--- src/rtl/cnn_kernel_pkg.sv ---
// -----------------------------------------------------------------------------
// cnn_kernel_pkg
// Shared definitions for the kernel/bias BRAM bank group: default geometry,
// the packed bytes-per-word constant (also used by the read-side data-point
// divide), the loader FSM state type and a small width helper.
// -----------------------------------------------------------------------------
package cnn_kernel_pkg;

    localparam int KB_DATA_WIDTH      = 32;
    localparam int KB_KERNEL_BRAM_NUM = 4;
    localparam int KB_ADDRESS_WIDTH   = 10;
    localparam int BYTES_PER_WORD     = 4;

    typedef enum logic [1:0] {
        KB_IDLE  = 2'd0,
        KB_CLEAR = 2'd1,
        KB_LOAD  = 2'd2,
        KB_DONE  = 2'd3
    } kb_load_state_t;

    // Counter width for 'value' states, never narrower than one bit.
    function automatic int clog2_min1(input int value);
        return (value <= 2) ? 1 : $clog2(value);
    endfunction

endpackage

--- src/rtl/kb_addr_counter.sv ---
// -----------------------------------------------------------------------------
// kb_addr_counter
// Bank-major write position counter. On i_load it latches the words-per-bank
// limit (saturated to a full bank) and clears both counters; each i_step
// advances the address, wrapping to 0 at limit-1 and moving to the next bank.
//
// Ports:
//   i_clock, i_reset  clock, asynchronous active-low reset
//   i_load            latch limit from i_word_count, clear counters
//   i_word_count      requested words per bank
//   i_step            advance by one word
//   o_addr            current address inside the bank
//   o_bank            current bank index
//   o_zero            latched limit is zero (nothing to load)
//   o_last            current position is the final word of the final bank
// -----------------------------------------------------------------------------
module kb_addr_counter
    import cnn_kernel_pkg::*;
#(
    parameter int ADDRESS_WIDTH = KB_ADDRESS_WIDTH,
    parameter int BANK_NUM      = KB_KERNEL_BRAM_NUM,
    parameter int COUNT_WIDTH   = 16,
    localparam int CNT_WIDTH    = ADDRESS_WIDTH + 1,
    localparam int BANK_WIDTH   = clog2_min1(BANK_NUM)
) (
    input  logic                     i_clock,
    input  logic                     i_reset,
    input  logic                     i_load,
    input  logic [COUNT_WIDTH-1:0]   i_word_count,
    input  logic                     i_step,
    output logic [ADDRESS_WIDTH-1:0] o_addr,
    output logic [BANK_WIDTH-1:0]    o_bank,
    output logic                     o_zero,
    output logic                     o_last
);

    // One extra bit so a completely full bank (2^ADDRESS_WIDTH) is representable.
    localparam logic [CNT_WIDTH-1:0]  FULL_COUNT = {1'b1, {ADDRESS_WIDTH{1'b0}}};
    localparam logic [BANK_WIDTH-1:0] LAST_BANK  = BANK_WIDTH'(BANK_NUM - 1);

    logic [CNT_WIDTH-1:0]  limit_q;
    logic [CNT_WIDTH-1:0]  addr_q;
    logic [BANK_WIDTH-1:0] bank_q;
    logic [CNT_WIDTH-1:0]  sat_count;
    logic                  addr_at_end;

    // Any bit at or above ADDRESS_WIDTH means the request is at least a full bank.
    always_comb begin
        if ((i_word_count >> ADDRESS_WIDTH) != '0) begin
            sat_count = FULL_COUNT;
        end else begin
            sat_count = CNT_WIDTH'(i_word_count);
        end
    end

    assign addr_at_end = (addr_q + CNT_WIDTH'(1)) == limit_q;

    // NOTE: sequential state is written with non-blocking assignments only, so
    // every register samples the pre-edge values regardless of statement order.
    always_ff @(posedge i_clock or negedge i_reset) begin
        if (!i_reset) begin
            limit_q <= '0;
            addr_q  <= '0;
            bank_q  <= '0;
        end else if (i_load) begin
            limit_q <= sat_count;
            addr_q  <= '0;
            bank_q  <= '0;
        end else if (i_step) begin
            if (addr_at_end) begin
                addr_q <= '0;
                bank_q <= bank_q + 1'b1;
            end else begin
                addr_q <= addr_q + 1'b1;
            end
        end
    end

    assign o_addr = addr_q[ADDRESS_WIDTH-1:0];
    assign o_bank = bank_q;
    assign o_zero = (limit_q == '0);
    assign o_last = addr_at_end && (bank_q == LAST_BANK);

endmodule

--- src/rtl/kernel_bias_loader.sv ---
// -----------------------------------------------------------------------------
// kernel_bias_loader
// Write-side stage of the kernel/bias BRAM bank group. Accepts a valid/ready
// word stream and writes it bank-major through port A of KERNEL_BRAM_NUM BRAMs,
// first holding the bank output-latch resets for CLEAR_CYCLES cycles, then
// pulsing o_done once every bank holds the requested word count.
//
// Ports:
//   i_clock, i_reset     clock, asynchronous active-low reset
//   i_start              start pulse, honoured only when idle
//   i_word_count         words per bank, latched (saturated) on start
//   i_s_valid, i_s_data  input word stream
//   o_s_ready            a word is accepted this cycle when valid is high
//   o_ps_enable[b]       port-A enable, one-cycle strobe per written word
//   o_wenable[b]         port-A write enable, same strobe
//   o_waddress[b]        port-A address, held between writes
//   o_bram_data[b]       port-A write data, held between writes
//   o_bram_rst           port-A reset, one bit per bank
//   o_busy               load in progress
//   o_done               one-cycle completion pulse
// -----------------------------------------------------------------------------
module kernel_bias_loader
    import cnn_kernel_pkg::*;
#(
    parameter int DATA_WIDTH                     = KB_DATA_WIDTH,
    parameter int KERNEL_BRAM_NUM                = KB_KERNEL_BRAM_NUM,
    parameter int KERNEL_BIAS_BRAM_ADDRESS_WIDTH = KB_ADDRESS_WIDTH,
    parameter int COUNT_WIDTH                    = 16,
    parameter int CLEAR_CYCLES                   = 4
) (
    input  logic                                      i_clock,
    input  logic                                      i_reset,
    input  logic                                      i_start,
    input  logic [COUNT_WIDTH-1:0]                    i_word_count,
    input  logic                                      i_s_valid,
    input  logic [DATA_WIDTH-1:0]                     i_s_data,
    output logic                                      o_s_ready,
    output logic                                      o_ps_enable [0:KERNEL_BRAM_NUM-1],
    output logic                                      o_wenable   [0:KERNEL_BRAM_NUM-1],
    output logic [KERNEL_BIAS_BRAM_ADDRESS_WIDTH-1:0] o_waddress  [0:KERNEL_BRAM_NUM-1],
    output logic [DATA_WIDTH-1:0]                     o_bram_data [0:KERNEL_BRAM_NUM-1],
    output logic [KERNEL_BRAM_NUM-1:0]                o_bram_rst,
    output logic                                      o_busy,
    output logic                                      o_done
);

    localparam int AW         = KERNEL_BIAS_BRAM_ADDRESS_WIDTH;
    localparam int BANK_WIDTH = clog2_min1(KERNEL_BRAM_NUM);
    localparam int CLR_WIDTH  = clog2_min1(CLEAR_CYCLES);
    localparam logic [CLR_WIDTH-1:0] CLR_LAST = CLR_WIDTH'(CLEAR_CYCLES - 1);

    kb_load_state_t        state_q;
    logic [CLR_WIDTH-1:0]  clr_cnt_q;
    logic                  start_accept;
    logic                  handshake;
    logic [AW-1:0]         addr_cnt;
    logic [BANK_WIDTH-1:0] bank_cnt;
    logic                  count_zero;
    logic                  last_word;

    assign start_accept = (state_q == KB_IDLE) && i_start;
    // o_s_ready is registered high exactly while in LOAD, so this is the
    // stream handshake and never consumes a word in any other state.
    assign handshake    = i_s_valid && o_s_ready;

    kb_addr_counter #(
        .ADDRESS_WIDTH (AW),
        .BANK_NUM      (KERNEL_BRAM_NUM),
        .COUNT_WIDTH   (COUNT_WIDTH)
    ) u_addr_counter (
        .i_clock      (i_clock),
        .i_reset      (i_reset),
        .i_load       (start_accept),
        .i_word_count (i_word_count),
        .i_step       (handshake),
        .o_addr       (addr_cnt),
        .o_bank       (bank_cnt),
        .o_zero       (count_zero),
        .o_last       (last_word)
    );

    always_ff @(posedge i_clock or negedge i_reset) begin
        if (!i_reset) begin
            state_q    <= KB_IDLE;
            clr_cnt_q  <= '0;
            o_s_ready  <= 1'b0;
            o_bram_rst <= '0;
            o_busy     <= 1'b0;
            o_done     <= 1'b0;
            // NOTE: the per-bank address/data registers are plain output
            // registers, not RAM, so they take the reset like everything else.
            for (int b = 0; b < KERNEL_BRAM_NUM; b++) begin
                o_ps_enable[b] <= 1'b0;
                o_wenable[b]   <= 1'b0;
                o_waddress[b]  <= '0;
                o_bram_data[b] <= '0;
            end
        end else begin
            // NOTE: strobes default low every cycle and are raised only by the
            // branch that needs them, which makes them single-cycle pulses.
            for (int b = 0; b < KERNEL_BRAM_NUM; b++) begin
                o_ps_enable[b] <= 1'b0;
                o_wenable[b]   <= 1'b0;
            end
            o_done <= 1'b0;

            case (state_q)
                KB_IDLE: begin
                    if (i_start) begin
                        state_q    <= KB_CLEAR;
                        clr_cnt_q  <= '0;
                        o_bram_rst <= '1;
                        o_busy     <= 1'b1;
                    end
                end

                KB_CLEAR: begin
                    if (clr_cnt_q == CLR_LAST) begin
                        o_bram_rst <= '0;
                        if (count_zero) begin
                            state_q <= KB_DONE;
                            o_done  <= 1'b1;
                            o_busy  <= 1'b0;
                        end else begin
                            state_q   <= KB_LOAD;
                            o_s_ready <= 1'b1;
                        end
                    end else begin
                        clr_cnt_q <= clr_cnt_q + 1'b1;
                    end
                end

                KB_LOAD: begin
                    if (handshake) begin
                        // Only the addressed bank is strobed; the other banks
                        // keep their last address and data.
                        for (int b = 0; b < KERNEL_BRAM_NUM; b++) begin
                            if (bank_cnt == BANK_WIDTH'(b)) begin
                                o_ps_enable[b] <= 1'b1;
                                o_wenable[b]   <= 1'b1;
                                o_waddress[b]  <= addr_cnt;
                                o_bram_data[b] <= i_s_data;
                            end
                        end
                        if (last_word) begin
                            state_q   <= KB_DONE;
                            o_s_ready <= 1'b0;
                            o_done    <= 1'b1;
                            o_busy    <= 1'b0;
                        end
                    end
                end

                KB_DONE: begin
                    state_q <= KB_IDLE;
                end

                default: begin
                    state_q <= KB_IDLE;
                end
            endcase
        end
    end

endmodule

--- config.mk ---
export PLATFORM = sky130hd
export DESIGN_NAME = kernel_bias_loader
export DESIGN_NICKNAME = d
export VERILOG_FILES = /design/src/rtl/cnn_kernel_pkg.sv /design/src/rtl/kb_addr_counter.sv /design/src/rtl/kernel_bias_loader.sv
export SDC_FILE = /design/constraint.sdc
export NUM_CORES = 1
export LEC_CHECK = 0
export CORE_UTILIZATION = 48
export DETAILED_ROUTE_END_ITERATION = 7
export PLACE_DENSITY = 0.8
export SKIP_LAST_GASP = 1
export SLEW_MARGIN = 20
export SYNTH_ARGS = -nofsm -noshare
export SYNTH_HDL_FRONTEND = slang
export SYNTH_SLANG_ARGS = --single-unit
--- constraint.sdc ---
create_clock -name i_clock -period 4 [get_ports i_clock]
set_input_delay 1 -clock i_clock [delete_from_list [all_inputs] [get_ports i_clock]]
set_output_delay 1 -clock i_clock [all_outputs]
set_load 0.1 [all_outputs]
==> results of run 1 <==
==> cell families (layout without fill, tap and decap cells) <==
kind of cell	after synthesis	in the layout	synth area share
DFF	204	204	0.610
adders and majority gates	10	10	0.0149
muxes	166	166	0.223
and+or+nand+nor	93	93	0.0574
buffers and inverters	51	293	0.0278
xor gates and xnor gates	21	21	0.0220
AOI/OAI and AO/OA	52	52	0.0450
==> state kept, by name (all words and copies together) (netlist names), 2 cells and up <==
signal,count
o_bram_data,128
o_waddress,40
u_addr_counter.addr_q,11
u_addr_counter.limit_q,11
o_wenable,4
clr_cnt_q,2
state_q,2
u_addr_counter.o_bank,2
==> how the worst max path moves through the flow <==
stage,startpoint,to,slack (ns),depth (start not counted)
detailed placement,u_addr_counter.addr_q[0],u_addr_counter.addr_q[10],0.60,7
global route,u_addr_counter.addr_q[0],u_addr_counter.addr_q[9],0.40,7
CTS,u_addr_counter.addr_q[2],u_addr_counter.addr_q[7],0.59,7
floorplan,u_addr_counter.addr_q[5],state_q[1],1.03,8
global placement,u_addr_counter.addr_q[2],u_addr_counter.addr_q[7],0.67,7
finish,u_addr_counter.addr_q[0],u_addr_counter.addr_q[10],0.58,7
==> cell usage in the layout (no fill, tap or decap), types with 6 or more instances in the layout <==
master and n:
clkdlybuf4s50_1 233, dfrtp_1 204, mux2_1 147, nor2_1 24, clkbuf_16 23, nand2_1 19, mux2_2 17, xnor2_1 13
inv_1 11, a22o_1 11, ha_1 10, nand3_1 9, o21ai_0 9, xor2_1 8, clkbuf_8 7, buf_4 7
a21oi_1 6
==> power by group through the flow <==
stage                     logic (mW)  registers (mW)  clock network (mW)
after floorplan                0.550            3.78                   0
after global placement          2.47            2.48                   0
after detailed placement        2.52            2.50                   0
after CTS                       2.52            2.47                1.99
after global routing            2.61            2.50                2.08
final                           2.51            2.47                1.94
==> metrics by stage <==
stage | power (mW) | worst slack, ns | cells
final | 6.92 | 0.581 | 1059
after global placement | 4.95 | 0.666 | 1021
after global routing | 7.19 | 0.397 | 1059
after floorplan | 4.33 | 1.03 | 597
after detailed placement | 5.02 | 0.602 | 1021
after CTS | 6.98 | 0.593 | 1059
==> layer usage <==
metal | part of all wire | up-vias | GRT usage
li1 | - | 2561 | -
met1 | 0.42 | 2889 | 0.309
met2 | 0.49 | 207 | 0.418
met3 | 0.060 | 35 | 0.0423
met4 | 0.024 | 0 | 0.0724
met5 | 0 | - | 0
==> cell type report <==
type | instances | area, sq um | area share
flip-flops and latches | 204 | 5100 | 0.439
multi-input cells | 342 | 3050 | 0.262
repair buffers | 244 | 2460 | 0.211
clock buffers | 34 | 677 | 0.0582
well taps | 220 | 275 | 0.0237
inverters | 11 | 41.3 | 0.00355
clock inverters | 4 | 23.8 | 0.00204
==> cells in the mapped netlist (2+ instances only) <==
| cell | count | area (sq um) |
|---|---|---|
| a21boi_0 | 2 | 15.0 |
| or3_1 | 2 | 12.5 |
| a211oi_1 | 2 | 15.0 |
| a21oi_1 | 6 | 30.0 |
| and2_1 | 4 | 25.0 |
| o21a_1 | 2 | 15.0 |
| o311a_1 | 2 | 20.0 |
| clkbuf_1 | 27 | 101 |
| nand3_1 | 9 | 45.0 |
| nor3_1 | 5 | 25.0 |
| ha_1 | 10 | 125 |
| xor2_1 | 8 | 70.1 |
| nor2_1 | 24 | 90.1 |
| xnor2_1 | 13 | 114 |
| mux2_2 | 17 | 191 |
| nand2_1 | 23 | 86.3 |
| inv_1 | 11 | 41.3 |
| or4_1 | 3 | 22.5 |
| mux2_1 | 147 | 1660 |
| o22ai_1 | 2 | 12.5 |
| a22o_1 | 11 | 96.3 |
| o22a_1 | 2 | 17.5 |
| nand3b_1 | 3 | 22.5 |
| or4_4 | 2 | 22.5 |
| buf_2 | 2 | 10.0 |
| dfrtp_1 | 204 | 5100 |
| o21ai_1 | 2 | 10.0 |
| and3_1 | 2 | 12.5 |
| and4b_1 | 2 | 20.0 |
| a21o_1 | 2 | 15.0 |
| nor4_1 | 4 | 25.0 |
| o21ai_0 | 9 | 45.0 |
| o211ai_1 | 3 | 22.5 |
| buf_4 | 10 | 75.1 |
| nand4_1 | 5 | 31.3 |
==> worst max-delay path, delay by kind of cell (launching register included) <==
| kind | cells | cell delay [ns] |
|---|---|---|
| AO/OA/AOI/OAI | 2 | 0.78 |
| flip-flops | 1 | 0.65 |
| AND/OR/NAND/NOR | 5 | 1.85 |
==> impl_results.md, run 1 <==
- Worst-case reg-to-reg path depth: 7
- Detail Route Antenna Nets: 0
- Lkg Pwr: 5.57 nW
- Horiz. Die Dim: roughly 130 um
- CTS tree: done
- Sw Share: 0.409
- Crit path time final: ~3.4 ns
- Crit path required time: roughly 4.4 ns
- Crit path max fanout: 16
- Net Count, Synth: about 660
- Largest net degree at the start of global routing: 100
- Max-slew headroom: 0.298
- Seq/Total Area, Yosys: 0.610
- CP arrival: 3.77 ns
- Layout Area Growth over Synthesis: 38.8%
- ANT cells: 0
- RR Startpoint: u_addr_counter.addr_q[0]
- Status: completed
- Die Area: ~18,000 sq um
- I/O pin count: 235
- CTS H-tree lvls: 1
- Final core utilization: 0.691
- Nets: 887
- Clock Latency Late Sink: slightly below 0.5 ns
- Unrepaired setup endpoints after global routing: no
- Die H: roughly 130 um
- First-pass GRT wire length: between 30,000 and 40,000 um
- Placeable Area: 16,800 sq um
- Yosys cell types: 50
- Critical setup path kind: flip-flop to flip-flop
- Initial core utilization: 0.498
- Hold Path Origin: o_waddress[25]
- Min-Delay Path Class: flip-flop to flip-flop
- Num CTS Buffers: 22
- CTS Sinks: 204
- Syn avg cell area: 14.0 sq um
- Tot GR Track Use: 0.241
- Warnings, synthesis: 0
- Hpwl dp: 14,800 um
- Wirelength per Cell: 19.6 um
- 1st-pass router iterations: 4
- Fmax: 292 MHz
- Number of hold buffers added after cts: 0
- Min-Delay Path Depth: 2
- Via density: 5.37
- Number of global-route vias before repair: 6,202
- EDFF count, synth: 0
- CP max stage cell: dfrtp_1
- Placer Congestion: 0.852
- VDD IR max: 0.000564 V
- Slew @ Worst Pin: roughly 1.0 ns
- Setup_tns: 0 ns
- Crit-path cells: nand4_1 -> or4_1 -> a221o_1 -> or4_4 -> or3_1 -> o21ai_2 -> nor2_1
- PwrDens: a little under 600 nW/um^2
- Internal Pwr Total: 4.09 mW
- Mapped cell area: between 8000 and 9000 sq um
- Tcrit/Tclk final: 0.855
- RR Endpoint: u_addr_counter.addr_q[10]
- Num rows: 47
- Post-Syn Instances: roughly 600
- Psw: 2.84 mW
- Clock-pin slew on the worst setup and hold paths: about 0.060 ns
- Share of cells above drive strength 1: 0.0858
- Setup Fix Bufs, Post-CTS: 0
- Slew Limit Fails: 0
- Max Root-Sink Buffers: 3
- R2r setup slk: 0.58 ns
- #FFs+latches synth: around 200
- Iteration-0 DRC Markers: 231
- MaxCap Viol Count: 0
- Placed Instance Area: roughly 11,000 sq um
- Post-synth ARST share: 1.00
- CTS Root Cell: clkbuf_16
- Initial antenna violation count: 0
- Final wirelength: roughly 21,000 um
- Total gr overflow: 0
- Crit start category: flip-flop
- Final setup viols: 0
- Via count: 5,692
- Sequential Power Share: 0.357
- PortBufs: 234
- Part of the power in combinational logic: 0.363
- Post-CTS Resized: 0
- Hold slack: roughly 0.48 ns
- Clock power frac: 0.281
- Design area: 11,600 sq um
- Main synth FF type: dfrtp_1
- Worst Hold Endpoint: o_waddress[25]
- CP Capture Type: flip-flop
- Number of fillers in the final layout: about 1,200
- Worst stage delay on the critical path: between 0.6 and 0.7 ns
- Drc violations: 0
- Final hold vios: 0
- Skew final: around 0.012 ns
(Power assumes the default switching activity.)
==> run 2, diff against run 1 <==
- CORE_MARGIN: default -> 4
- SETUP_SLACK_MARGIN: default -> 0.02
==> run 2 against run 1 <==
Compared with the run above: global-route usage is 2.2 points lower; critical path type unchanged; critical path depth stayed put; register-to-register slack hardly changed; fmax is 0.42% higher; power is 2.6% higher; clock power is 9.8% higher; utilization is 0.98 points lower; highest routed layer unchanged; combinational power hardly changed; largest power group unchanged; sequential power hardly changed; largest cell class unchanged; non-clock buffer count is 1 lower; clock-buffer cell count is 6 lower; worst hold slack better by 0.0059 ns.
==> impl_results.md, run 2 (synthesized netlist as in run 1, its figures left out) <==
- Horiz. Die Dim: 140 um (+4.5%)
- Fmax: 294 MHz (+0.42%)
- CP arrival: 3.77 ns (about the same)
- Die H: 140 um (+4.5%)
- CTS tree: done
- Skew final: 0.0271 ns (+0.0148 ns)
- Crit start category: flip-flop
- Clock Latency Late Sink: 0.51 ns (+0.02 ns)
- Setup_tns: 0 ns (unchanged)
- CTS Root Cell: clkbuf_16
- Tcrit/Tclk final: 0.851 (-0.00360)
- PwrDens: 607 nW/um^2 (+1.9%)
- Number of hold buffers added after cts: 0 (unchanged)
- CTS H-tree lvls: 1 (unchanged)
- CP Capture Type: flip-flop
- Slew @ Worst Pin: 1.05 ns (+0.000795 ns)
- Min-Delay Path Class: flip-flop to flip-flop
- CP max stage cell: dfrtp_1
- Crit-path cells: nand4_1 -> or4_1 -> a221o_1 -> or4_4 -> or4_4 -> and2_4 -> mux2_4
- Via count: 5,751 (+1.0%)
- Setup Fix Bufs, Post-CTS: 0 (unchanged)
- Via density: 5.39 (+0.37%)
- Crit path time final: 3.40 ns (-0.0144 ns)
- Number of fillers in the final layout: 1,238 (+2.9%)
- Drc violations: 0 (unchanged)
- Critical setup path kind: flip-flop to flip-flop
- Hold Path Origin: o_bram_data[82]
- Largest regs: o_bram_data: 128 flops, o_waddress: 40 flops
- Largest net degree at the start of global routing: 96 (-4.0%)
- Num CTS Buffers: 22 (unchanged)
- Layout Area Growth over Synthesis: 39.8%
- CTS Sinks: 204 (unchanged)
- Detail Route Antenna Nets: 0 (unchanged)
- Setup ws final: 0.596 ns (+0.0144 ns)
- Max FFs per register: 128 (unchanged)
- MaxCap Viol Count: 0 (unchanged)
- Clock-pin slew on the worst setup and hold paths: 0.06 ns (about the same)
- Placeable Area: 17,200 sq um (+2.1%)
- Max Root-Sink Buffers: 3 (unchanged)
- Status: completed
- Crit path top cell by count: or4_4
- Share of cells above drive strength 1: 0.0881 (+0.00228)
- Nets: 886 (-0.11%)
- Unrepaired setup endpoints after global routing: no
- Crit path required time: 4.36 ns (about the same)
- Slew Limit Fails: 0 (unchanged)
- VDD IR max: 0.000477 V (-16%)
- Total gr overflow: 0 (unchanged)
- Worst stage delay on the critical path: 0.62 ns (-0.03 ns)
- Number of global-route vias before repair: 6,243 (+0.66%)
- RR Startpoint: u_addr_counter.addr_q[0]
- Hold slack: 0.489 ns (+0.00592 ns)
- First-pass GRT wire length: 34,600 um (+1.8%)
- Most frequent cells in the layout: 233 x clkdlybuf4s50_1, 204 x dfrtp_1, 147 x mux2_1, 24 x nor2_1, 22 x clkbuf_16
- I/O pin count: 235 (unchanged)
- Placed insts: 1,025 (+0.39%)
- Initial core utilization: 0.488 (-0.0104)
- Layout Cells excl Fill: 1,066 (+0.66%)
- Wirelength per Cell: 20.4 um (+4.2%)
- Final setup viols: 0 (unchanged)
- 1st-pass router iterations: 4 (unchanged)
- Final wirelength: 21,800 um (+4.9%)
- Reg with most FFs: o_bram_data
- Num rows: 48 (+2.1%)
- Crit path max fanout: 16 (unchanged)
- Worst setup path start: u_addr_counter.addr_q[0]
- Initial antenna violation count: 1 (+1)
- Die Area: 19,600 sq um (+9.1%)
- Hpwl dp: 15,900 um (+7.5%)
- Max-slew headroom: 0.298 (-0.000532)
- Place WS: 0.675 ns (+0.0732 ns)
- Commonest non-fill, non-tap cell in the layout: clkdlybuf4s50_1
- Iteration-0 DRC Markers: 242 (+4.8%)
- Lkg Pwr: 5.58 nW (+0.29%)
- Post-CTS Resized: 0 (unchanged)
- Final hold vios: 0 (unchanged)
- Placer Congestion: 0.962 (+13%)
- Tot GR Track Use: 0.219 (-0.0223)
- PortBufs: 234 (unchanged)
## run 2: changes by cell type in the layout (fill, tap and decap cells not counted), sizes merged
| cell | before | now |
|---|---|---|
| clkbuf | 35 | 29 |
| bufinv | 0 | 4 |
| clkinvlp | 0 | 4 |
| buf | 10 | 9 |
| diode | 0 | 1 |
## run 2: worst max-delay path, delay by kind of cell, from the launching register on
family,cells,cell delay [ns]
simple gates,5,2.02
flops,1,0.62
compound gates,1,0.35
mux,1,0.29
## run 2: worst paths after layout
path	end	slack, ns	cells past startpoint
max	state_q[1]	0.60	7
min	o_bram_data[82]	0.49	1
min reg2reg	o_bram_data[82]	0.49	1
max reg2reg	state_q[1]	0.60	7
max in group asynchronous	o_waddress[34]	2.48	2
min in group asynchronous	o_wenable[1]	0.57	1
## run 2: stage by stage
stage / instance area (sq um) / utilization / power (mW)
global route: 11700 / 0.682 / 7.37
global placement: 10900 / 0.636 / 4.95
finish: 11700 / 0.682 / 7.10
floorplan: 8380 / - / 4.33
CTS: 11700 / 0.681 / 7.15
detailed placement: 10900 / 0.636 / 5.01
## run 2: final cells by class
| class | instances | area (sq um) | area share |
|---|---|---|---|
| multi-input cells | 342 | 3050 | 0.260 |
| diodes | 1 | 2.50 | 0.000214 |
| flip-flops and latches | 204 | 5100 | 0.436 |
| well taps | 225 | 282 | 0.0240 |
| inverters | 11 | 41.3 | 0.00353 |
| repair buffers | 243 | 2450 | 0.209 |
| clock inverters | 12 | 185 | 0.0158 |
| clock buffers | 28 | 593 | 0.0507 |
## run 2: power breakdown
| part | internal, mW | leakage (nW) | switching (mW) |
|---|---|---|---|
| registers | 2.29 | 2.77 | 0.180 |
| clock network | 1.32 | 0.367 | 0.815 |
| logic | 0.637 | 2.45 | 1.87 |
| total | 4.24 | 5.58 | 2.86 |
## run 2: routing by layer
layer / vias up / track usage / share of wire
met3: 30 / 0.0365 / 0.054
met5: - / 0 / 0
li1: 2563 / - / -
met1: 2947 / 0.268 / 0.40
met4: 0 / 0.0663 / 0.025
met2: 211 / 0.396 / 0.52
==> run 3, diff against run 2 <==
- ABC_AREA: default -> 1
- PLACE_DENSITY: 0.8 -> 0.81
- REMOVE_ABC_BUFFERS: default -> 1
==> run 3 against run 2 <==
Compared with the run above: clock skew down 0.011 ns; die area shrank 2.6%; fmax grew 9.9%; non-clock buffer count fell by 2; register-to-register slack improved by 0.53 ns; synthesized cell count grew 47%; first-iteration DRC count is 110% higher; final area fell by 3.7%; sequential share of layout area is 1.7 points higher.
==> impl_results.md, run 3 <==
- Status: completed
- Final core utilization: 0.680 (-0.00158)
- Wirelength per Cell: 16.3 um (-20%)
- First-pass GRT wire length: 35,900 um (+3.8%)
- Die Area: 19,100 sq um (-2.6%)
- ANT cells: 0 (-1)
- Most frequent cells in the layout: 256 x nand2_1, 233 x clkdlybuf4s50_1, 204 x dfrtp_1, 194 x o21ai_0, 77 x inv_1
- Reg with most FFs: o_bram_data
- Crit path top cell by count: nor2_1
- Mapped cell area: 8140 sq um (-2.8%)
- CTS Sinks: 204 (unchanged)
- Most numerous cell in the Yosys netlist: nand2_1
- Placer Congestion: 0.845 (-12%)
- Post-Syn Instances: 876 (+47%)
- MaxCap Viol Count: 0 (unchanged)
- Slew Limit Fails: 0 (unchanged)
- Critical setup path kind: input port to flip-flop
- Die H: 138 um (-1.3%)
- Placeable Area: 16,600 sq um (-3.5%)
- Largest delay share family, worst path: buffers and inverters
- Final wirelength: 21,600 um (-1.0%)
- CTS Root Cell: clkbuf_16
- Final hold vios: 0 (unchanged)
- Hpwl dp: 15,200 um (-4.8%)
- Horiz. Die Dim: 138 um (-1.3%)
- Final setup viols: 0 (unchanged)
- Crit start category: input port
- Detail Route Antenna Nets: 0 (unchanged)
- Unrepaired setup endpoints after global routing: no
- Crit path max fanout: 84 (+68)
- Layout Area Growth over Synthesis: 38.5%
- Syn avg cell area: 9.30 sq um (-34%)
- CTS H-tree lvls: 1 (unchanged)
- CP arrival: 3.48 ns (-0.29 ns)
- CP max stage cell: clkinv_2
- Initial core utilization: 0.491 (+0.00341)
- Seq/Total Area, Yosys: 0.627 (+0.0174)
- Synth area leader: dfrtp_1
- Number of hold buffers added after cts: 0 (unchanged)
- Iteration-0 DRC Markers: 519 (+110%)
- Synth top cells by count: 259 x nand2_1, 204 x dfrtp_1, 194 x o21ai_0, 78 x inv_1, 36 x clkbuf_1
- Slew @ Worst Pin: 1.06 ns (+0.0140 ns)
- Drc violations: 0 (unchanged)
- Commonest non-fill, non-tap cell in the layout: nand2_1
- Skew final: 0.0161 ns (-0.0109 ns)
- Crit-path cells: clkdlybuf4s50_1 -> nand2_1 -> nor2_1 -> inv_1 -> nor2_1 -> clkinv_2 -> o21ai_0
- Tcrit/Tclk final: 0.774 (-0.0768)
- Via count: 6,767 (+18%)
- Min-Delay Path Class: flip-flop to flip-flop
- 1st-pass router iterations: 5 (+1)
- Setup_tns: 0 ns (unchanged)
- Worst stage delay on the critical path: 0.76 ns (+0.14 ns)
- Total gr overflow: 0 (unchanged)
- Number of global-route vias before repair: 6,691 (+7.2%)
- Share of cells above drive strength 1: 0.0507 (-0.0374)
- Via density: 5.11 (-5.3%)
- Max FFs per register: 128 (unchanged)
- Largest regs: o_bram_data: 128 flops, o_waddress: 40 flops
- CP Capture Type: flip-flop
- Main synth FF type: dfrtp_1
- Post-CTS Resized: 0 (unchanged)
- Clock-pin slew on the worst setup and hold paths: 0.06 ns (about the same)
- Largest net degree at the start of global routing: 88 (-8.3%)
- Num CTS Buffers: 22 (unchanged)
- Post-synth ARST share: 1.00 (unchanged)
- Synth top area share: 0.627 (+0.0174)
- Crit path required time: 4.38 ns (+0.02 ns)
- EDFF count, synth: 0 (unchanged)
- Fmax: 323 MHz (+9.9%)
- Max-slew headroom: 0.288 (-0.00936)
- Warnings, synthesis: 0 (unchanged)
- Initial antenna violation count: 0 (-1)
- Num rows: 47 (-2.1%)
- Top cells by area, synth: dfrtp_1 63%, nand2_1 12%, o21ai_0 12%
- Crit path time final: 3.10 ns (-0.307 ns)
- I/O pin count: 235 (unchanged)
- Yosys cell types: 30 (-40%)
- #FFs+latches synth: 204 (unchanged)
- Max Root-Sink Buffers: 3 (unchanged)
- Critical path buffer and inverter count: 3 (+3)
- Setup Fix Bufs, Post-CTS: 0 (unchanged)
- PortBufs: 234 (unchanged)
- Clock Latency Late Sink: 0.50 ns (about the same)
- Nets: 1,157 (+31%)
- CTS tree: done
- Tot GR Track Use: 0.226 (+0.00732)
==> run 3: cell count changes after synthesis, moves of 4 or more <==
cell | before | now
clkbuf_1 | 27 | 36
inv_1 | 11 | 78
mux2_1 | 147 | 0
nor2_2 | 0 | 4
o21ai_0 | 9 | 194
nand2_2 | 0 | 5
a22o_1 | 11 | 0
nand3_1 | 9 | 30
xnor2_1 | 13 | 0
nand2_1 | 23 | 259
nor2_1 | 24 | 13
mux2_2 | 17 | 0
xor2_1 | 8 | 0
==> run 3: metrics by stage <==
stage	instances	setup slack, ns	hold slack [ns]	instance area, sq um
5_1_grt	1325	0.589	0.502	11300
6_report	1325	0.903	0.482	11300
2_1_floorplan	830	0.320	0.471	7940
3_5_place_dp	1291	0.836	0.468	10600
4_1_cts	1325	0.932	0.486	11300
3_3_place_gp	1291	0.952	0.464	10600
==> run 3: final timing paths <==
check | from | end | slack [ns] | depth (start not counted)
worst max register to register | state_q[0] | o_bram_data[30] | 1.13 | 8
worst max-delay path | i_s_valid | o_bram_data[30] | 0.90 | 7
worst min register to register | o_waddress[36] | o_waddress[36] | 0.48 | 2
min in group asynchronous | i_reset | o_bram_data[123] | 0.55 | 1
max in group asynchronous | i_reset | o_bram_data[104] | 2.59 | 2
worst min-delay path | o_waddress[36] | o_waddress[36] | 0.48 | 2
==> run 3: layout make-up <==
| cell class | count | area, sq um |
|---|---|---|
| clock buffers | 30 | 611 |
| clock inverters | 4 | 35.0 |
| flip-flops and latches | 204 | 5100 |
| repair buffers | 241 | 2410 |
| well taps | 220 | 275 |
| inverters | 79 | 298 |
| fillers | 1300 | 5310 |
| multi-input cells | 547 | 2540 |
==> run 3: cell families after synthesis <==
| family | synth area share |
|---|---|
| AOI/OAI and AO/OA | 0.128 |
| adders and majority gates | 0.0154 |
| buffers and inverters | 0.0618 |
| DFF | 0.627 |
| and+or+nand+nor | 0.168 |
==> run 3: tightest hold or removal path, cell delays in order, from the launching register on <==
cell and delay (ns):
dfrtp_1 0.34, nand2_1 0.05, o21ai_0 0.06
==> run 3: metal layers <==
metal	track usage	part of all wire
met4	0.0614	0.026
met1	0.303	0.41
met3	0.0359	0.068
met2	0.387	0.49
met5	0	0
Power of run 3 is left out: the tool's default activity adds up to more than one toggle a clock period on the data nets, which glitch-free logic cannot reach.
